[src/rtl/demux_pkg.sv]
// Shared constants for the 1:4 stream demux: word/channel widths and the select
// encoding shared with the 4:1 word mux.
package demux_pkg;

    localparam int WORD_W = 32;
    localparam int NUM_CH = 4;
    localparam int CNT_W  = 16;

    localparam logic [1:0] SEL_CH0 = 2'b11;
    localparam logic [1:0] SEL_CH1 = 2'b01;
    localparam logic [1:0] SEL_CH2 = 2'b10;
    localparam logic [1:0] SEL_CH3 = 2'b00;

    function automatic logic [1:0] sel_to_ch(input logic [1:0] sel);
        logic [1:0] ch;
        ch = 2'd0;
        case (sel)
            SEL_CH0: ch = 2'd0;
            SEL_CH1: ch = 2'd1;
            SEL_CH2: ch = 2'd2;
            SEL_CH3: ch = 2'd3;
            default: ch = 2'd0;
        endcase
        return ch;
    endfunction

endpackage

[src/rtl/demux_fifo.sv]
// Purpose: DEPTH x WORD_W synchronous FIFO with registered head, storage cleared on reset.
// Latency: a pushed word is visible at head one cycle later when the FIFO was empty.
// Backpressure: pushes while full and pops while empty are ignored; full is registered state only.
module demux_fifo
    import demux_pkg::*;
#(
    parameter int DEPTH = 2
) (
    input  logic              clk,
    input  logic              rst_n,
    input  logic              push,
    input  logic [WORD_W-1:0] push_dat,
    input  logic              pop,
    output logic              full,
    output logic              empty,
    output logic [WORD_W-1:0] head
);

    localparam int AW = $clog2(DEPTH);

    logic [WORD_W-1:0] mem [DEPTH];
    logic [AW:0]       wr_ptr;
    logic [AW:0]       rd_ptr;
    logic              do_push;
    logic              do_pop;

    // Extra MSB is the wrap bit: equal index with differing wrap means full.
    assign empty = (wr_ptr == rd_ptr);
    assign full  = (wr_ptr[AW] != rd_ptr[AW]) && (wr_ptr[AW-1:0] == rd_ptr[AW-1:0]);

    assign do_push = push && !full;
    assign do_pop  = pop && !empty;
    assign head    = mem[rd_ptr[AW-1:0]];

    always_ff @(posedge clk or negedge rst_n) begin
        if (!rst_n) begin
            wr_ptr <= '0;
            rd_ptr <= '0;
            for (int i = 0; i < DEPTH; i++) begin
                mem[i] <= '0;
            end
        end else begin
            if (do_push) begin
                mem[wr_ptr[AW-1:0]] <= push_dat;
                wr_ptr              <= wr_ptr + 1'b1;
            end
            if (do_pop) begin
                rd_ptr <= rd_ptr + 1'b1;
            end
        end
    end

endmodule

[src/rtl/demux_router.sv]
// Purpose: routes 32-bit words to one of four per-channel FIFOs by s_sel; DEMUX_STATS_EN adds accept counters.
// Latency: 1 cycle from accept to m_valid on an empty channel.
// Backpressure: s_ready = !full of the selected channel only; m_ready never reaches s_ready.
module demux_router
    import demux_pkg::*;
#(
    parameter int DEPTH = 2
) (
    input  logic              clk,
    input  logic              rst_n,
    input  logic              s_valid,
    output logic              s_ready,
    input  logic [WORD_W-1:0] s_data,
    input  logic [1:0]        s_sel,
    output logic [NUM_CH-1:0] m_valid,
    input  logic [NUM_CH-1:0] m_ready,
    output logic [WORD_W-1:0] m_data0,
    output logic [WORD_W-1:0] m_data1,
    output logic [WORD_W-1:0] m_data2,
    output logic [WORD_W-1:0] m_data3
`ifdef DEMUX_STATS_EN
    ,
    output logic [CNT_W-1:0]  cnt0,
    output logic [CNT_W-1:0]  cnt1,
    output logic [CNT_W-1:0]  cnt2,
    output logic [CNT_W-1:0]  cnt3
`endif
);

    logic [NUM_CH-1:0] full;
    logic [NUM_CH-1:0] empty;
    logic [NUM_CH-1:0] push;
    logic [NUM_CH-1:0] pop;
    logic [WORD_W-1:0] head [NUM_CH];
    logic [1:0]        ch;
    logic              accept;

    assign ch      = sel_to_ch(s_sel);
    assign s_ready = !full[ch];
    assign accept  = s_valid && s_ready;
    assign m_valid = ~empty;

    for (genvar i = 0; i < NUM_CH; i++) begin : g_ch
        assign push[i] = accept && (ch == 2'(i));
        assign pop[i]  = !empty[i] && m_ready[i];

        demux_fifo #(
            .DEPTH (DEPTH)
        ) u_fifo (
            .clk      (clk),
            .rst_n    (rst_n),
            .push     (push[i]),
            .push_dat (s_data),
            .pop      (pop[i]),
            .full     (full[i]),
            .empty    (empty[i]),
            .head     (head[i])
        );
    end

    assign m_data0 = head[0];
    assign m_data1 = head[1];
    assign m_data2 = head[2];
    assign m_data3 = head[3];

`ifdef DEMUX_STATS_EN
    logic [CNT_W-1:0] cnt_q [NUM_CH];

    // Counters stick at all-ones rather than wrapping.
    always_ff @(posedge clk or negedge rst_n) begin
        if (!rst_n) begin
            for (int i = 0; i < NUM_CH; i++) begin
                cnt_q[i] <= '0;
            end
        end else begin
            for (int i = 0; i < NUM_CH; i++) begin
                if (push[i] && (cnt_q[i] != '1)) begin
                    cnt_q[i] <= cnt_q[i] + 1'b1;
                end
            end
        end
    end

    assign cnt0 = cnt_q[0];
    assign cnt1 = cnt_q[1];
    assign cnt2 = cnt_q[2];
    assign cnt3 = cnt_q[3];
`endif

endmodule

[config.mk]
export PLATFORM = sky130hd
export DESIGN_NAME = demux_router
export DESIGN_NICKNAME = d
export VERILOG_FILES = /design/src/rtl/demux_pkg.sv /design/src/rtl/demux_fifo.sv /design/src/rtl/demux_router.sv
export SDC_FILE = /design/constraint.sdc
export NUM_CORES = 1
export LEC_CHECK = 0
export CAP_MARGIN = 0
export CORE_ASPECT_RATIO = 1.2
export CORE_MARGIN = 2
export CORE_UTILIZATION = 55
export CTS_CLUSTER_DIAMETER = 60
export DETAILED_ROUTE_END_ITERATION = 10
export GPL_TIMING_DRIVEN = 0
export PLACE_DENSITY = 0.81
export SETUP_SLACK_MARGIN = 0.02
export SLEW_MARGIN = 15
export SYNTH_ARGS = -nofsm -noshare
export SYNTH_HDL_FRONTEND = slang
export SYNTH_SLANG_ARGS = --single-unit
[constraint.sdc]
create_clock -name clk -period 2.63 [get_ports clk]
set_input_delay 0.526 -clock clk [delete_from_list [all_inputs] [get_ports clk]]
set_output_delay 0.526 -clock clk [all_outputs]
set_load 0.005 [all_outputs]
* After elaboration in Yosys (flattened, before gate mapping)
Cells that the tools add are included.
** Storage, ports and cells
- Register bits :: 272
- Latch bits :: 0
- Bits in writable memories :: 0
- ROM bits :: 0
- Input port bits :: 41
- Output and inout port bits :: 133
- Logic and storage cells :: 127
- Memories kept :: 0
** Cells by class
- Add/subtract/negate cells :: 8
- $mul :: 0
- Div/mod/pow operators :: 0
- $lt $le $gt $ge :: 13
- Eq/ne operators :: 18
- Shift operators :: 0
- Mux-type cells :: 27
- Bitwise gates (word level) :: 9
- Reductions and logical operators :: 36
** Operator list (number)
- 32-bit two-way mux :: 16
- 64-bit bitwise mux :: 4
- 32-bit demux with 1-bit select :: 4
- 1-bit logical AND :: 25
- 2-bit by 1-bit adder with 2-bit output (second input constant) :: 8
- 2-bit >= comparator (second input constant) :: 8
- 1-bit NOT with 2-bit output :: 8
- 1-bit logical NOT :: 9
- 2-bit == test :: 4
- 2-bit == test (second input constant) :: 4
- 2-bit by 1-bit less-than comparator with 1-bit output (second input constant) :: 4
- 2-bit case mux with 4 select lines :: 1
- 1-bit == test :: 4
- 2-bit by 1-bit == test with 1-bit output (second input constant) :: 2
- 2-bit logical NOT :: 2
- 1-bit != test :: 4
- 4-bit NOT :: 1
- 2-bit by 3-bit less-than comparator with 1-bit output (second input constant) :: 1
- 1-bit binary-select mux with 2-bit select :: 1
- 1-bit two-way mux :: 1

* Depth between registers and ports, before layout
Gate-level depths: netlist of run 1.
- Depth in word-level cells :: 8
- Mapped depth :: 7
- Mapped depth without buffers :: 4

* Modules after synthesis
A second synthesis of run 1 with hierarchy kept.
** Unflattened totals
- Cell total of the unflattened synthesis :: 808
- Area total of the unflattened synthesis :: 12460.7 um^2
** Modules (own cells, without submodules)
- demux_fifo (g_ch[0].u_fifo ...) :: times used 3, cells an instance 199, area each 3069.2 um^2, seq. area each 1701.6 um^2
- demux_fifo (g_ch[3].u_fifo) :: times used 1, cells an instance 196, area each 3149.3 um^2, seq. area each 1701.6 um^2
- demux_router :: times used 1, cells an instance 15, area each 103.8 um^2, seq. area each 0.0 um^2

* Worst setup path after synthesis of run 1
Ideal clock, no wire load.
- Kind :: in2reg
- Start point :: input port s_sel[1]
- End point :: register g_ch[3].u_fifo.mem[22] (netlist bit)
- Library setup time :: 0.125 ns
- Arrival time :: 1.926 ns
- Data required time :: 2.505 ns
- Slack :: 0.579 ns
- Stages on the path :: 5
- Cells stage by stage :: buf_6 > or3b_4 > nor3b_2 > buf_6 > mux2_2
** On the way
- Cells in the longest elaborated chain, start to end :: 8
- Elaborated cells on any way between the ends :: 12
- Classes of those cells :: eq/ne (4); mux (3); reduce/logical (5)
** Ends and longest elaborated chain
- from (decl) :: RTL line demux_router.sv:14 : input logic [1:0] s_sel,
- 2-bit == test, or another cell as far along :: RTL line demux_pkg.sv:17 : case (sel)
- 2-bit case mux with 4 select lines (*) :: RTL line demux_pkg.sv:17
- 1-bit binary-select mux with 2-bit select :: RTL line demux_router.sv:39 : assign s_ready = !full[ch];
- 1-bit two-way mux (not written as such) :: RTL line demux_router.sv:39
- 1-bit logical NOT :: RTL line demux_router.sv:39
- 1-bit logical AND :: RTL line demux_router.sv:40 : assign accept = s_valid && s_ready;
- 1-bit logical AND (*) :: RTL line demux_router.sv:44 : assign push[i] = accept && (ch == 2'(i));
- 1-bit logical AND (*) :: RTL line demux_fifo.sv:31 : assign do_push = push && !full;
- to (signal, indexed assignment) :: RTL line demux_fifo.sv:44 : mem[wr_ptr[AW-1:0]] <= push_dat;
- to (decl) :: RTL line demux_fifo.sv:21 : logic [WORD_W-1:0] mem [DEPTH];
Every way passes the cells marked *; elsewhere a longest branch is shown, timed or not. The select of a mux whose other input is x is not followed.
A chain may end at the register's enable or synchronous reset.

* Final worst setup path of run 1
- Start point :: register g_ch[1].u_fifo.rd_ptr[0]
- End point :: output port m_data1[14]
** On the way
- Cells in the longest elaborated chain, start to end :: 4
** Ends and longest elaborated chain
- from (decl) :: RTL line demux_fifo.sv:23 : logic [AW:0] rd_ptr;
- from (signal assigned) :: RTL line demux_fifo.sv:48 : rd_ptr <= rd_ptr + 1'b1;
- 1-bit NOT with 2-bit output (not written as such) :: RTL line demux_fifo.sv:33 : assign head = mem[rd_ptr[AW-1:0]];
- 32-bit two-way mux (not written as such) (3 in a row) :: RTL line demux_fifo.sv:33
- to (decl) :: RTL line demux_router.sv:18 : output logic [WORD_W-1:0] m_data1,
Every way passes these cells. The select of a mux whose other input is x is not followed.

==> results of run 1 <==
==> metal layers <==
layer | track usage | share of wire | vias to the layer above
met1 | 0.3155 | 0.43 | 3662
met4 | 0.06105 | 0.024 | 0
met3 | 0.04498 | 0.049 | 42
met2 | 0.3947 | 0.50 | 161
li1 | - | - | 3169
met5 | 0 | 0 | -
==> cell type report <==
cell class | count | area share
plain buffers | 42 | 0.02967
clock buffers | 34 | 0.04938
clock inverters | 16 | 0.01459
inverters | 1 | 0.0002432
multi-input cells | 454 | 0.3218
flip-flops and latches | 272 | 0.4411
well taps | 274 | 0.02222
repair buffers | 182 | 0.1210
==> sequential cells by signal, indices dropped and copies added (netlist names) <==
signal              count
g_ch.u_fifo.wr_ptr      8
g_ch.u_fifo.mem       256
g_ch.u_fifo.rd_ptr      8
==> power breakdown <==
group | internal, mW | switching (mW) | leakage, nW
combinational | 6.36 | 3.24 | 3.00
sequential | 6.27 | 1.09 | 3.29
clock | 2.55 | 1.65 | 0.490
total | 15.2 | 5.97 | 6.78
==> logic make-up after synthesis <==
kind of cell,synth area share
AOI/OAI and AO/OA,0.005946
xor gates and xnor gates,0.01387
buffers and inverters,0.02347
DFF,0.5675
muxes,0.3696
and+or+nand+nor,0.01961
==> worst reg2reg max path, stage by stage (launching register included) <==
cell and delay [ps]:
dfrtp_1 430, xnor2_2 210, o211ai_1 660, buf_2 420, mux2_2 380
==> worst max path at each step <==
stage	startpoint	endpoint	slack (ps)	depth (start not counted)
6_report	g_ch[1].u_fifo.rd_ptr[0]$_DFFE_PN0P_	m_data1[14]	50	3
5_1_grt	g_ch[1].u_fifo.rd_ptr[0]$_DFFE_PN0P_	m_data1[9]	-3	3
4_1_cts	g_ch[0].u_fifo.rd_ptr[0]$_DFFE_PN0P_	m_data0[13]	-30	4
3_5_place_dp	g_ch[1].u_fifo.rd_ptr[0]$_DFFE_PN0P_	m_data1[14]	-160	4
3_3_place_gp	rst_n	g_ch[1].u_fifo.mem[17]$_DFFE_PN0P_	-10610	1
2_1_floorplan	s_sel[1]	g_ch[3].u_fifo.mem[22]$_DFFE_PN0P_	580	5
==> per-stage QoR <==
stage          total power, mW  utilization  hold WS [ps]
2_1_floorplan            12.07            -         230.4
4_1_cts                  21.22       0.7116         330.3
3_3_place_gp             16.39       0.6522         474.6
3_5_place_dp             16.60       0.6563         485.0
5_1_grt                  22.35       0.7159         385.7
6_report                 21.16       0.7159         365.2
==> timing repair <==
item	4_1_cts	5_1_grt
pin swaps	3	0
hold buffers	1	0
gates resized for setup	57	17
endpoints found under the setup margin	118	88
setup buffers	2	4
hold endpoints to repair	57	0
==> synth_stat cells (2+ instances only) <==
library cell	number	area (um^2)
nand2b_1	5	31.28
nor3_1	2	10.01
xor2_1	7	61.31
nor3_2	2	20.02
buf_2	21	105.1
clkbuf_1	4	15.01
mux2_4	29	435.4
xnor2_1	12	105.1
nand2_1	10	37.54
mux2_2	355	3998
dfrtp_1	272	6807
a21oi_1	3	15.01
nor3b_2	3	37.54
o21ai_0	5	25.02
buf_1	9	33.78
buf_6	5	56.30
nor2b_1	4	25.02
nand3_1	4	20.02
nor2_1	4	15.01
buf_12	3	60.06
==> impl_metrics.py, run 1 <==
metrics = {
    "run_status": {
        "status": "completed",
    },
    "drt": {
        "antenna_left": 0,
        "dr.pass1.iters": 6,
        "wl_per_cell_um": 20.72,
        "dr.first_iter.drc_count": 274,
        "via_count": 7034,
        "drc": 0,
        "drt-total-wl_um": 26420,
        "vias_per_cell": 5.517,
    },
    "logic_synthesis": {
        "ys.flop_type": "dfrtp_1",
        "yosys_warnings": 0,
        "synth_nets": 811,
        "ys_seq_elements": 272,
        "netlist_area_um2": 11990,
        "seq_area_frac_synth": 0.5675,
        "synth-edff-count": 0,
        "synthDistinctLibCells": 31,
        "avgSynthCellArea_um2": 15.58,
        "synthArstFlopShare": 1.000,
        "syn-instance-count": 770,
    },
    "finish": {
        "postLayoutCellArea_um2": 15430,
        "antenna_cells": 0,
        "mostFrequentLayoutCells": "mux2_2 (355), dfrtp_1 (271), clkdlybuf4s50_1 (161)",
        "area_growth_pct": 28.67,
        "fillers": 1445,
        "ff_latch_area_um2": 6808,
        "layout-drive-gt1-share": 0.5025,
        "nets": 1021,
        "multi_input_area_um2": 4966,
        "layout.cells.non_filler": 1275,
        "layout_commonest_cell": "mux2_2",
    },
    "min_path": {
        "hold_class": "primary input to flip-flop",
        "holdPathStages": 4,
        "hold_end": "g_ch[1].u_fifo.wr_ptr[0]$_DFFE_PN0P_",
        "min_from": "s_sel[1]",
    },
    "sta": {
        "setup_ws_ps": 47.13,
        "clock.fmax_mhz": 387.2,
        "setup_tns_ps": 0,
        "tightest_slew_ps": 785.2,
        "rsz0062_at_grt": "true",
        "hold_violations": 0,
        "slew_headroom": 0.4743,
        "period_share": 0.9821,
        "period_needed_ps": 2583,
        "fin_skew_ps": 22.61,
        "finalSetupViolCount": 0,
        "maxSlewViolCount": 0,
    },
    "critical_path": {
        "path_max_fanout": 10,
        "crit_chain": "buf_6, mux2_2, clkdlybuf4s50_1",
        "crit_arrival_ps": 2060,
        "cp-start-kind": "flip-flop",
        "slowest_stage": "dfrtp_2",
        "reg2reg_depth": 4,
        "cp-end-kind": "output port",
        "r2r_start": "g_ch[1].u_fifo.wr_ptr[1]$_DFFE_PN0P_",
        "critical-path-max-stage-delay_ps": 480,
        "worst-path-buf-inv": 2,
        "critical_path.top_delay_family": "buffers and inverters",
        "required_ps": 2100,
        "r2r_setup_slack_ps": 400,
        "critPathKind": "flip-flop to output port",
        "r2r_end": "g_ch[1].u_fifo.mem[51]$_DFFE_PN0P_",
    },
    "placement": {
        "place_area_um2": 14150,
        "hpwl_um": 17760,
        "pre_cts_ws_ps": -160.1,
        "dp.cells": 1219,
        "portBuffers": 172,
        "gp_congestion": 0.7710,
    },
    "die": {
        "start_util": 0.5564,
        "ios": 174,
        "rows": 59,
        "die_x_um": 138.8,
        "die_y_um": 165.8,
        "core_um2": 21560,
        "die_area_um2": 23010,
    },
    "global_route": {
        "grt_pass1_wl_um": 43090,
        "grt_max_degree": 76,
        "grt_antenna_before_repair": 0,
        "grt-ovfl-total": 0,
        "grt_use_total": 0.2342,
        "grt_pass1_vias": 7732,
    },
    "clock_network": {
        "cts_made_buffers": 27,
        "path_clk_slew_ps": 60,
        "cts_sinks": 272,
        "clock-root-buffer": "clkbuf_16",
        "htree_levels": 1,
        "cts_buffer_depth": 3,
        "tritoncts": "yes",
        "insertion_delay_ps": 540,
    },
    "pwr": {
        "power.density_nw_per_um2": 1371,
        "ir_drop_v": 0.0008621,
        "p_leak_nw": 6.778,
    },
    "run": {
        "drv_cap": 0,
    },
}
No activity file was read; power rests on OpenSTA's default activity.
==> run 2: changes to the inputs <==
CORE_UTILIZATION = 50   (was 55)
PLACE_DENSITY = 0.74   (was 0.81)
==> run 2 against run 1 <==
  * Non-clock buffer count grew 3
  * Critical endpoint is now m_data2[16]
  * Routed wire length grew 1.7%
  * Highest routed layer unchanged
  * Sequential share of layout area shrank 0.14 points
  * Clock power shrank 6.2%
==> impl_metrics.py, run 2 (synthesis results as in run 1) <==
metrics = {
    "clock_network": {
        "htree_levels": 1,
        "cts_buffer_depth": 3,
        "cts_sinks": 272,
        "tritoncts": "yes",
        "clock-root-buffer": "clkbuf_16",
        "insertion_delay_ps": 540,
        "path_clk_slew_ps": 70,
        "cts_made_buffers": 28,
    },
    "drt": {
        "drc": 0,
        "dr.first_iter.drc_count": 382,
        "antenna_left": 0,
        "vias_per_cell": 5.322,
        "via_count": 7051,
        "dr.pass1.iters": 4,
        "wl_per_cell_um": 20.27,
        "drt-total-wl_um": 26860,
    },
    "min_path": {
        "hold_class": "primary input to flip-flop",
    },
    "critical_path": {
        "path_max_fanout": 10,
        "worst-path-buf-inv": 3,
        "required_ps": 2100,
        "critical_path.top_delay_family": "buffers and inverters",
        "cp-start-kind": "flip-flop",
        "slowest_stage": "clkdlybuf4s50_1",
        "crit_arrival_ps": 2050,
        "cp-end-kind": "output port",
        "critical-path-max-stage-delay_ps": 500,
        "critPathKind": "flip-flop to output port",
        "crit_chain": "buf_6, buf_8, mux2_2, clkdlybuf4s50_1",
    },
    "pwr": {
        "p_sw_mw": 5.936,
        "ir_drop_v": 0.0006465,
        "clockPowerShare": 0.188,
        "swShare": 0.2838,
        "power_mw": 20.91,
        "combPwrFrac": 0.462,
        "p_leak_nw": 6.885,
        "power.density_nw_per_um2": 1351,
        "p_int_mw": 14.98,
        "seq_power_share": 0.350,
    },
    "finish": {
        "mostFrequentLayoutCells": "mux2_2 (355), dfrtp_1 (271), clkdlybuf4s50_1 (146)",
        "postLayoutCellArea_um2": 15480,
        "antenna_cells": 0,
        "area_growth_pct": 29.08,
        "multi_input_area_um2": 4949,
        "layout-drive-gt1-share": 0.4955,
        "utilization": 0.6522,
        "top_register": "g_ch.u_fifo.mem",
        "largest_registers": "g_ch.u_fifo.mem: 256 flops, g_ch.u_fifo.rd_ptr: 8 flops, g_ch.u_fifo.wr_ptr: 8 flops",
        "layout_commonest_cell": "mux2_2",
        "ff_latch_area_um2": 6808,
        "largest_register_ffs": 256,
        "fillers": 1812,
        "nets": 1025,
    },
    "die": {
        "die_x_um": 145.4,
        "start_util": 0.5053,
        "ios": 174,
        "die_area_um2": 25250,
        "rows": 62,
        "die_y_um": 173.7,
        "core_um2": 23740,
    },
    "placement": {
        "pre_cts_ws_ps": -208.4,
        "gp_congestion": 0.7609,
        "portBuffers": 172,
        "place_area_um2": 14180,
        "hpwl_um": 17900,
    },
    "sta": {
        "setup_ws_ps": 58.72,
        "finalSetupViolCount": 0,
        "period_share": 0.9777,
        "hold_violations": 0,
        "maxSlewViolCount": 0,
        "slew_headroom": 0.4706,
        "tightest_slew_ps": 790.6,
        "period_needed_ps": 2571,
        "rsz0062_at_grt": "true",
        "fin_skew_ps": 12.68,
        "clock.fmax_mhz": 388.9,
    },
    "global_route": {
        "grt_antenna_before_repair": 0,
        "grt_max_degree": 105,
        "grt_pass1_wl_um": 42480,
        "grt-ovfl-total": 0,
        "grt_use_total": 0.2132,
        "grt_pass1_vias": 7472,
    },
    "run": {
        "drv_cap": 0,
    },
    "run_status": {
        "status": "completed",
    },
}
## run 2: per-stage QoR
stage / hold WS, ps / instances / TNS [ps]
after detailed placement: 476.7 / 1264 / -14720
after floorplan: 230.4 / 770 / 0
after global placement: 475.3 / 1262 / -2917370
after global routing: 393.4 / 1325 / -2.287
after CTS: 315.2 / 1321 / 0
final: 343.4 / 1325 / 0
## run 2: cell type report
| class | count | area share |
|---|---|---|
| multi-input cells | 454 | 0.3196 |
| clock inverters | 7 | 0.004445 |
| well taps | 320 | 0.02586 |
| repair buffers | 184 | 0.1253 |
| flip-flops and latches | 272 | 0.4397 |
| inverters | 1 | 0.0002424 |
| clock buffers | 44 | 0.05503 |
| plain buffers | 43 | 0.02982 |
## run 2: tightest hold or removal path: cells and delay by family
kind	cells	cell delay, ps
AO/OA/AOI/OAI	2	140
buffers and inverters	1	110
AND/OR/NAND/NOR	1	70
## run 2: timing repair
item / in CTS / in global routing
hold buffers: 1 / 0
endpoints found under the hold margin: 64 / 0
gates resized for setup: 63 / 31
buffers inserted: 4 / 3
cloned: 1 / 1
setup endpoints to repair: 118 / 76
## run 2: path summary, 6_finish.rpt
path | startpoint | endpoint | slack [ps] | depth (start not counted)
worst max-delay path | g_ch[2].u_fifo.rd_ptr[0]$_DFFE_PN0P_ | m_data2[16] | 60 | 4
worst min-delay path | s_sel[1] | g_ch[1].u_fifo.wr_ptr[0]$_DFFE_PN0P_ | 340 | 4
worst max register to register | g_ch[1].u_fifo.rd_ptr[0]$_DFFE_PN0P_ | g_ch[1].u_fifo.mem[41]$_DFFE_PN0P_ | 330 | 5
worst min register to register | g_ch[0].u_fifo.wr_ptr[1]$_DFFE_PN0P_ | g_ch[0].u_fifo.wr_ptr[1]$_DFFE_PN0P_ | 490 | 1
max in group asynchronous | rst_n | g_ch[0].u_fifo.mem[16]$_DFFE_PN0P_ | 1180 | 3
min in group asynchronous | rst_n | g_ch[0].u_fifo.mem[11]$_DFFE_PN0P_ | 530 | 2
## run 2: power groups by stage
stage	Combinational, mW	Clock [mW]	Sequential [mW]
2_1_floorplan	5.05	0	7.02
3_3_place_gp	9.19	0	7.27
3_5_place_dp	9.29	0	7.33
4_1_cts	9.68	4.00	7.29
5_1_grt	10.3	4.19	7.60
6_report	9.66	3.94	7.31
## run 2: per-layer routing
| metal | vias up | share of wire | global-route usage |
|---|---|---|---|
| li1 | 3179 | - | - |
| met1 | 3687 | 0.45 | 0.2948 |
| met2 | 153 | 0.49 | 0.3521 |
| met3 | 32 | 0.050 | 0.04132 |
| met4 | 0 | 0.014 | 0.04861 |
| met5 | - | 0 | 0 |
